File: config.mk
export PLATFORM = sky130hd
export DESIGN_NAME = bnn_cmd_sequencer_flat
export DESIGN_NICKNAME = d
export VERILOG_FILES = /design/src/rtl/bnn_cmd_sequencer_if.sv /design/src/rtl/bnn_cmd_sequencer.sv /design/src/flat_wrapper.sv
export SDC_FILE = /design/constraint.sdc
export NUM_CORES = 1
export LEC_CHECK = 0
export ABC_AREA = 1
export CORE_MARGIN = 2
export CORE_UTILIZATION = 47
export DETAILED_ROUTE_END_ITERATION = 7
export GPL_TIMING_DRIVEN = 0
export PLACE_DENSITY = 0.9
export SLEW_MARGIN = 10
export SYNTH_ARGS = -nofsm -noshare
export SYNTH_HDL_FRONTEND = slang
export SYNTH_SLANG_ARGS = --single-unit
File: constraint.sdc
create_clock -name clk -period 2 [get_ports clk]
set_input_delay 0.4 -clock clk [delete_from_list [all_inputs] [get_ports clk]]
set_output_delay 0.4 -clock clk [all_outputs]
set_load 0.01 [all_outputs]
File: src/rtl/bnn_cmd_sequencer_if.sv
// Byte-level bus between SPI byte receiver/transmitter, BNN core and the command sequencer.
// The master modport is the sequencer side; the slave modport is the SPI/core side.
interface bnn_cmd_sequencer_if #(
    parameter int unsigned ADDR_W = 4
);
    logic [7:0]        rx_data;
    logic              rx_valid;
    logic              rx_ready;
    logic [3:0]        sel;
    logic              wr_en;
    logic [ADDR_W-1:0] wr_addr;
    logic [7:0]        wr_data;
    logic              start;
    logic              core_done;
    logic [7:0]        core_result;
    logic [7:0]        tx_data;
    logic              tx_valid;
    logic              tx_ready;
    logic              err;

    modport master (
        input  rx_data, rx_valid, core_done, core_result, tx_ready,
        output rx_ready, sel, wr_en, wr_addr, wr_data, start, tx_data, tx_valid, err
    );

    modport slave (
        output rx_data, rx_valid, core_done, core_result, tx_ready,
        input  rx_ready, sel, wr_en, wr_addr, wr_data, start, tx_data, tx_valid, err
    );
endinterface

File: src/rtl/bnn_cmd_sequencer.sv
// Command sequencer: decodes SPI command bytes, steers payload into the BNN register
// banks, launches inference and hands the result byte back to the SPI transmitter.
// Optional LOAD inter-byte timeout enabled by defining BNN_SEQ_TIMEOUT_EN.
module bnn_cmd_sequencer #(
    parameter int unsigned N_IN_BYTES  = 2,
    parameter int unsigned N_W_BYTES   = 2,
    parameter int unsigned N_B_BYTES   = 2,
    parameter int unsigned ADDR_W      = 4,
    parameter int unsigned TIMEOUT_CYC = 1024
) (
    input  logic                  clk,
    input  logic                  rst,
    bnn_cmd_sequencer_if.master   bus
);
    localparam int unsigned NMax01 = (N_IN_BYTES > N_W_BYTES) ? N_IN_BYTES : N_W_BYTES;
    localparam int unsigned NMax   = (NMax01 > N_B_BYTES) ? NMax01 : N_B_BYTES;
    localparam logic [ADDR_W:0] LimIn = (ADDR_W+1)'(N_IN_BYTES);
    localparam logic [ADDR_W:0] LimW  = (ADDR_W+1)'(N_W_BYTES);
    localparam logic [ADDR_W:0] LimB  = (ADDR_W+1)'(N_B_BYTES);

    if ((2 ** ADDR_W) < NMax) begin : g_addr_w_check
        $error("ADDR_W too narrow for the largest payload");
    end

    typedef enum logic [1:0] {StIdle, StLoad, StRun, StReply} state_e;

    state_e            state_q, state_d;
    logic [3:0]        sel_q, sel_d;
    logic              wr_en_q, wr_en_d;
    logic [ADDR_W-1:0] wr_addr_q, wr_addr_d;
    logic [7:0]        wr_data_q, wr_data_d;
    logic              start_q, start_d;
    logic [7:0]        tx_data_q, tx_data_d;
    logic              tx_valid_q, tx_valid_d;
    logic              err_q, err_d;
    logic [ADDR_W:0]   cnt_q, cnt_d;
    logic [ADDR_W:0]   limit_q, limit_d;
    logic [ADDR_W:0]   cnt_inc;
    logic              rx_ready;
    logic              accept;

`ifdef BNN_SEQ_TIMEOUT_EN
    localparam int unsigned TW = $clog2(TIMEOUT_CYC + 1);
    logic [TW-1:0] timer_q, timer_d;
`endif

    // Accept bytes only while idle or loading; held low while reset is asserted.
    assign rx_ready = ~rst & ((state_q == StIdle) | (state_q == StLoad));
    assign accept   = bus.rx_valid & rx_ready;
    assign cnt_inc  = cnt_q + 1'b1;

    // Next-state and registered-output decode.
    always_comb begin
        state_d    = state_q;
        sel_d      = sel_q;
        wr_en_d    = 1'b0;
        wr_addr_d  = wr_addr_q;
        wr_data_d  = wr_data_q;
        start_d    = 1'b0;
        tx_data_d  = tx_data_q;
        tx_valid_d = tx_valid_q;
        err_d      = 1'b0;
        cnt_d      = cnt_q;
        limit_d    = limit_q;
`ifdef BNN_SEQ_TIMEOUT_EN
        timer_d    = '0;
`endif
        unique case (state_q)
            StIdle: begin
                // sel covers the final write of a load, then drops here
                sel_d = 4'b0000;
                if (accept) begin
                    case (bus.rx_data)
                        8'hB1: begin
                            sel_d = 4'b0001; cnt_d = '0; limit_d = LimIn; state_d = StLoad;
                        end
                        8'hB2: begin
                            sel_d = 4'b0010; cnt_d = '0; limit_d = LimW; state_d = StLoad;
                        end
                        8'hB3: begin
                            sel_d = 4'b0100; cnt_d = '0; limit_d = LimB; state_d = StLoad;
                        end
                        8'hAE: begin
                            sel_d = 4'b1000; start_d = 1'b1; state_d = StRun;
                        end
                        8'h00: ;
                        default: err_d = 1'b1;
                    endcase
                end
            end
            StLoad: begin
                if (accept) begin
                    wr_en_d   = 1'b1;
                    wr_addr_d = cnt_q[ADDR_W-1:0];
                    wr_data_d = bus.rx_data;
                    cnt_d     = cnt_inc;
                    if (cnt_inc == limit_q) state_d = StIdle;
                end
`ifdef BNN_SEQ_TIMEOUT_EN
                else if (timer_q == TW'(TIMEOUT_CYC - 1)) begin
                    err_d   = 1'b1;
                    sel_d   = 4'b0000;
                    cnt_d   = '0;
                    state_d = StIdle;
                end else begin
                    timer_d = timer_q + 1'b1;
                end
`endif
            end
            StRun: begin
                // start_q marks the first RUN cycle, where core_done is not trusted
                if (!start_q && bus.core_done) begin
                    tx_data_d  = bus.core_result;
                    tx_valid_d = 1'b1;
                    sel_d      = 4'b0000;
                    state_d    = StReply;
                end
            end
            StReply: begin
                if (tx_valid_q && bus.tx_ready) begin
                    tx_valid_d = 1'b0;
                    state_d    = StIdle;
                end
            end
            default: state_d = StIdle;
        endcase
    end

    // State and output registers.
    always_ff @(posedge clk or posedge rst) begin
        if (rst) begin
            state_q    <= StIdle;
            sel_q      <= '0;
            wr_en_q    <= 1'b0;
            wr_addr_q  <= '0;
            wr_data_q  <= '0;
            start_q    <= 1'b0;
            tx_data_q  <= '0;
            tx_valid_q <= 1'b0;
            err_q      <= 1'b0;
            cnt_q      <= '0;
            limit_q    <= '0;
`ifdef BNN_SEQ_TIMEOUT_EN
            timer_q    <= '0;
`endif
        end else begin
            state_q    <= state_d;
            sel_q      <= sel_d;
            wr_en_q    <= wr_en_d;
            wr_addr_q  <= wr_addr_d;
            wr_data_q  <= wr_data_d;
            start_q    <= start_d;
            tx_data_q  <= tx_data_d;
            tx_valid_q <= tx_valid_d;
            err_q      <= err_d;
            cnt_q      <= cnt_d;
            limit_q    <= limit_d;
`ifdef BNN_SEQ_TIMEOUT_EN
            timer_q    <= timer_d;
`endif
        end
    end

    assign bus.rx_ready = rx_ready;
    assign bus.sel      = sel_q;
    assign bus.wr_en    = wr_en_q;
    assign bus.wr_addr  = wr_addr_q;
    assign bus.wr_data  = wr_data_q;
    assign bus.start    = start_q;
    assign bus.tx_data  = tx_data_q;
    assign bus.tx_valid = tx_valid_q;
    assign bus.err      = err_q;

endmodule

File: src/flat_wrapper.sv
// flat-port wrapper written by rule: the top's interface ports become plain ports
module bnn_cmd_sequencer_flat 
#(
    parameter int unsigned N_IN_BYTES  = 2,
    parameter int unsigned N_W_BYTES   = 2,
    parameter int unsigned N_B_BYTES   = 2,
    parameter int unsigned ADDR_W      = 4,
    parameter int unsigned TIMEOUT_CYC = 1024
)
  (clk, rst, bus_rx_data, bus_rx_valid, bus_core_done, bus_core_result, bus_tx_ready, bus_rx_ready, bus_sel, bus_wr_en, bus_wr_addr, bus_wr_data, bus_start, bus_tx_data, bus_tx_valid, bus_err);
  bnn_cmd_sequencer_if #(.ADDR_W(ADDR_W)) bus_i ();
  input  logic clk;
  input  logic rst;
  input wire logic [$bits(bus_i.rx_data)-1:0] bus_rx_data;
  input wire logic [$bits(bus_i.rx_valid)-1:0] bus_rx_valid;
  input wire logic [$bits(bus_i.core_done)-1:0] bus_core_done;
  input wire logic [$bits(bus_i.core_result)-1:0] bus_core_result;
  input wire logic [$bits(bus_i.tx_ready)-1:0] bus_tx_ready;
  output wire logic [$bits(bus_i.rx_ready)-1:0] bus_rx_ready;
  output wire logic [$bits(bus_i.sel)-1:0] bus_sel;
  output wire logic [$bits(bus_i.wr_en)-1:0] bus_wr_en;
  output wire logic [$bits(bus_i.wr_addr)-1:0] bus_wr_addr;
  output wire logic [$bits(bus_i.wr_data)-1:0] bus_wr_data;
  output wire logic [$bits(bus_i.start)-1:0] bus_start;
  output wire logic [$bits(bus_i.tx_data)-1:0] bus_tx_data;
  output wire logic [$bits(bus_i.tx_valid)-1:0] bus_tx_valid;
  output wire logic [$bits(bus_i.err)-1:0] bus_err;
  assign bus_i.rx_data = bus_rx_data;
  assign bus_i.rx_valid = bus_rx_valid;
  assign bus_i.core_done = bus_core_done;
  assign bus_i.core_result = bus_core_result;
  assign bus_i.tx_ready = bus_tx_ready;
  assign bus_rx_ready = bus_i.rx_ready;
  assign bus_sel = bus_i.sel;
  assign bus_wr_en = bus_i.wr_en;
  assign bus_wr_addr = bus_i.wr_addr;
  assign bus_wr_data = bus_i.wr_data;
  assign bus_start = bus_i.start;
  assign bus_tx_data = bus_i.tx_data;
  assign bus_tx_valid = bus_i.tx_valid;
  assign bus_err = bus_i.err;
  bnn_cmd_sequencer #(.N_IN_BYTES(N_IN_BYTES), .N_W_BYTES(N_W_BYTES), .N_B_BYTES(N_B_BYTES), .ADDR_W(ADDR_W), .TIMEOUT_CYC(TIMEOUT_CYC)) u_core (.clk(clk), .rst(rst), .bus(bus_i));
endmodule
==> results_dict.tcl <==
set metrics [dict create \
    max_freq_ghz 0.534 \
    ys_seq_area_share_pct 53.0 \
    final_cells 306 \
    met1_usage_pct 23.5 \
    synthCells 203 \
    maxSlewViolCount 0 \
    synth-seq-cells 36 \
    r2r_cells 10 \
    finClkSkew_ns 0.0143 \
    reg2reg_to "u_core.state_q[0]" \
    status "completed" \
    grt_usage_pct 19.0 \
    layout_commonest_cell "nand2_1" \
    grt_pass1_wl_mm 5.98 \
    r2r_start "u_core.cnt_q[0]" \
    synthTopCellsByArea "dfrtp_1 53%, nand2_1 18%, inv_1 4.4%" \
    power_density_mw_per_mm2 981 \
    grt_overflow 0 \
    cts_tree "done" \
    crit_required_ns 1.60 \
    rsz0062_at_grt "no" \
    die_w_um 64.1 \
    hold_class "input port to async pin" \
    critPathKind "flip-flop to primary output" \
    cp_slowest_cell "clkdlybuf4s50_1" \
    end_kind "primary output" \
    yosysWarnings 0 \
    hold_ws_ns 0.262 \
    drc 0 \
    cp_top_family "buffers and inverters" \
    critPathMaxFanout 4 \
    clockBufferDepth 2 \
    numPlacedInstances 298 \
    insertion_delay_ns 0.34 \
    vias 1468 \
    grt_busiest_layer "met2" \
    synth.distinct_cells 21 \
    post-dp-hpwl_mm 2.60 \
    finalCritPeriodShare_pct 93.6 \
    period_minus_slack_ns 1.87 \
    drt_iter0_drc 56 \
    start_util_pct 49.7 \
    grt_max_degree 37 \
    wire_per_inst_um 11.5 \
    ctsHtreeMaxLevel 2 \
    arrival_ns 1.47 \
    synth_area_leader_cell "dfrtp_1" \
    grt_pass1_vias 1377 \
    netlist.area_leader.share_pct 53.0 \
    pin_count 50 \
    setup_viol 0 \
    diodes 0 \
    routed_wl_mm 3.53 \
    cp-start-kind "flip-flop" \
    core_mm2 0.00342 \
    syn_nets 225 \
    grt_use_met3_pct 5.99 \
    leakage_uw 0.00115 \
    setup.worst_path.end "bus_rx_ready" \
    vias_per_cell 4.80 \
    die_y_um 64.1 \
    multi_input_area_um2 678 \
    use_met2_pct 31.0 \
    clkSinkCount 36 \
    slowest_delay_ns 0.54 \
    nNetsFinal 282 \
    cp_cell_sequence "nor2_4, clkdlybuf4s50_1" \
    cts.clk_slew.worst_paths_ns 0.11 \
    vdd_drop_max_mv 0.480 \
    seq_area_um2 901 \
    final_cell_mix "83 x nand2_1, 48 x clkdlybuf4s50_1, 36 x dfrtp_1" \
    cts-root-buf "clkbuf_4" \
    io_buffers 49 \
    maxSlewHeadroom_pct 51.0 \
    r2r_slack_ns 0.44 \
    nFillCells 265 \
    cts-buffers-inserted 5 \
    syn_area_mm2 0.00170 \
    grt_antenna_before_repair 0 \
    fp-row-count 21 \
    drt_first_pass_iters 4 \
    path_depth 2 \
    postCtsHoldBufs 0 \
    avgSynthCellArea_um2 8.37 \
    max_slew.worst_pin.slew_ns 0.735 \
    drive_above_1_share_pct 13.1 \
    critical_path_buf_inv_count 1 \
    report.final.hold_viol_count 0 \
    layout-area-overhead-vs-synth_pct 36.7 \
    ant_nets 0 \
    crit_start "u_core.state_q[1]" \
    drv_cap 0 \
    place_congestion 0.816 \
    dieArea_mm2 0.00411 \
]
[where the power goes]
group	leakage (µW)	switching, µW	internal, µW
clock network	0.0000374	231	199
logic	0.000639	406	410
registers	0.000477	139	893
total	0.00115	776	1500
[kinds of logic (layout without fill, tap and decap cells)]
family | count (synthesis) | count (layout) | synth area share (%)
buffers and inverters | 28 | 85 | 7.07
adder cells (fa/ha/maj) | 1 | 1 | 0.736
flip-flops | 36 | 36 | 53.0
AND/OR/NAND/NOR | 118 | 118 | 31.1
AO/OA/AOI/OAI | 20 | 20 | 8.10
[worst min-delay path by stage]
stage                          start                     to  cells past startpoint
3_3_place_gp   u_core.bus.tx_data[5]  u_core.bus.tx_data[5]                      2
6_report                         rst        u_core.cnt_q[2]                      2
2_1_floorplan      u_core.limit_q[1]      u_core.limit_q[1]                      2
4_1_cts        u_core.bus.wr_data[7]  u_core.bus.wr_data[7]                      2
3_5_place_dp   u_core.bus.tx_data[3]  u_core.bus.tx_data[3]                      2
5_1_grt                          rst      u_core.state_q[0]                      2
[metrics by stage]
step | util, % | setup TNS (ns) | instance area, µm² | total power [µW] | setup WS (ns)
final | 68.0 | 0 | 2320 | 2280 | 0.128
after global routing | 68.0 | 0 | 2320 | 2460 | 0.0890
after CTS | 67.7 | 0 | 2310 | 2290 | 0.000827
after detailed placement | 65.8 | 0 | 2250 | 1860 | 0.00264
after global placement | 65.8 | -3.65 | 2250 | 1840 | -0.102
after floorplan | - | 0 | 1700 | 1480 | 0.591
[Yosys cell counts]
cell type   n
a32o_1      1
buf_6       2
dfrtp_1    36
ha_1        1
inv_1      20
inv_2       6
nand2_1    83
nand2_2     1
nand3_1     9
nand3_2     1
nand4_1     8
nor2_1      7
nor2_2      4
nor2_4      2
nor2_8      1
nor3_1      1
nor4_1      1
o211ai_1    1
o21ai_0     8
o21ai_1     2
o21ai_2     8
[sequential cells by signal, summed over array words and instances, names as in the netlist]
| register | flops |
|---|---|
| u_core.bus.tx_data | 8 |
| u_core.state_q | 2 |
| u_core.limit_q | 1 |
| u_core.cnt_q | 5 |
| u_core.bus.sel | 4 |
| u_core.bus.err | 1 |
| u_core.bus.wr_en | 1 |
| u_core.bus.start | 1 |
| u_core.bus.wr_data | 8 |
| u_core.bus.tx_valid | 1 |
| u_core.bus.wr_addr | 4 |
[cell type report]
type	instances	share of cell area, %
Clock buffer	7	2.80
Multi-Input combinational cell	139	29.2
Inverter	26	4.20
Timing Repair Buffer	50	21.6
Buffer	2	0.970
Tap cell	46	2.48
Sequential cell	36	38.8
[what timing repair did]
item / 4_1_cts / 5_1_grt
gates resized for setup: 0 / 1
endpoints found under the hold margin: 0 / 0
buffers inserted: 0 / 1
setup endpoints to repair: 0 / 1
[worst register-to-register path: stages, from the launching register on]
cell and delay [ns]:
dfrtp_1 0.47, ha_1 0.35, inv_1 0.05, nand2_1 0.05, nand3_1 0.07, nand2_1 0.07
inv_1 0.04, nor2_1 0.17, nand3_1 0.09, nand2_1 0.07, nand2_1 0.05
[metal layers]
layer / wire length (µm) / vias to the layer above
li1: - / 756
met1: 1540 / 668
met2: 1720 / 37
met3: 208 / 7
met4: 57 / 0
met5: 0 / -
Power figures use the tool's default switching activity.
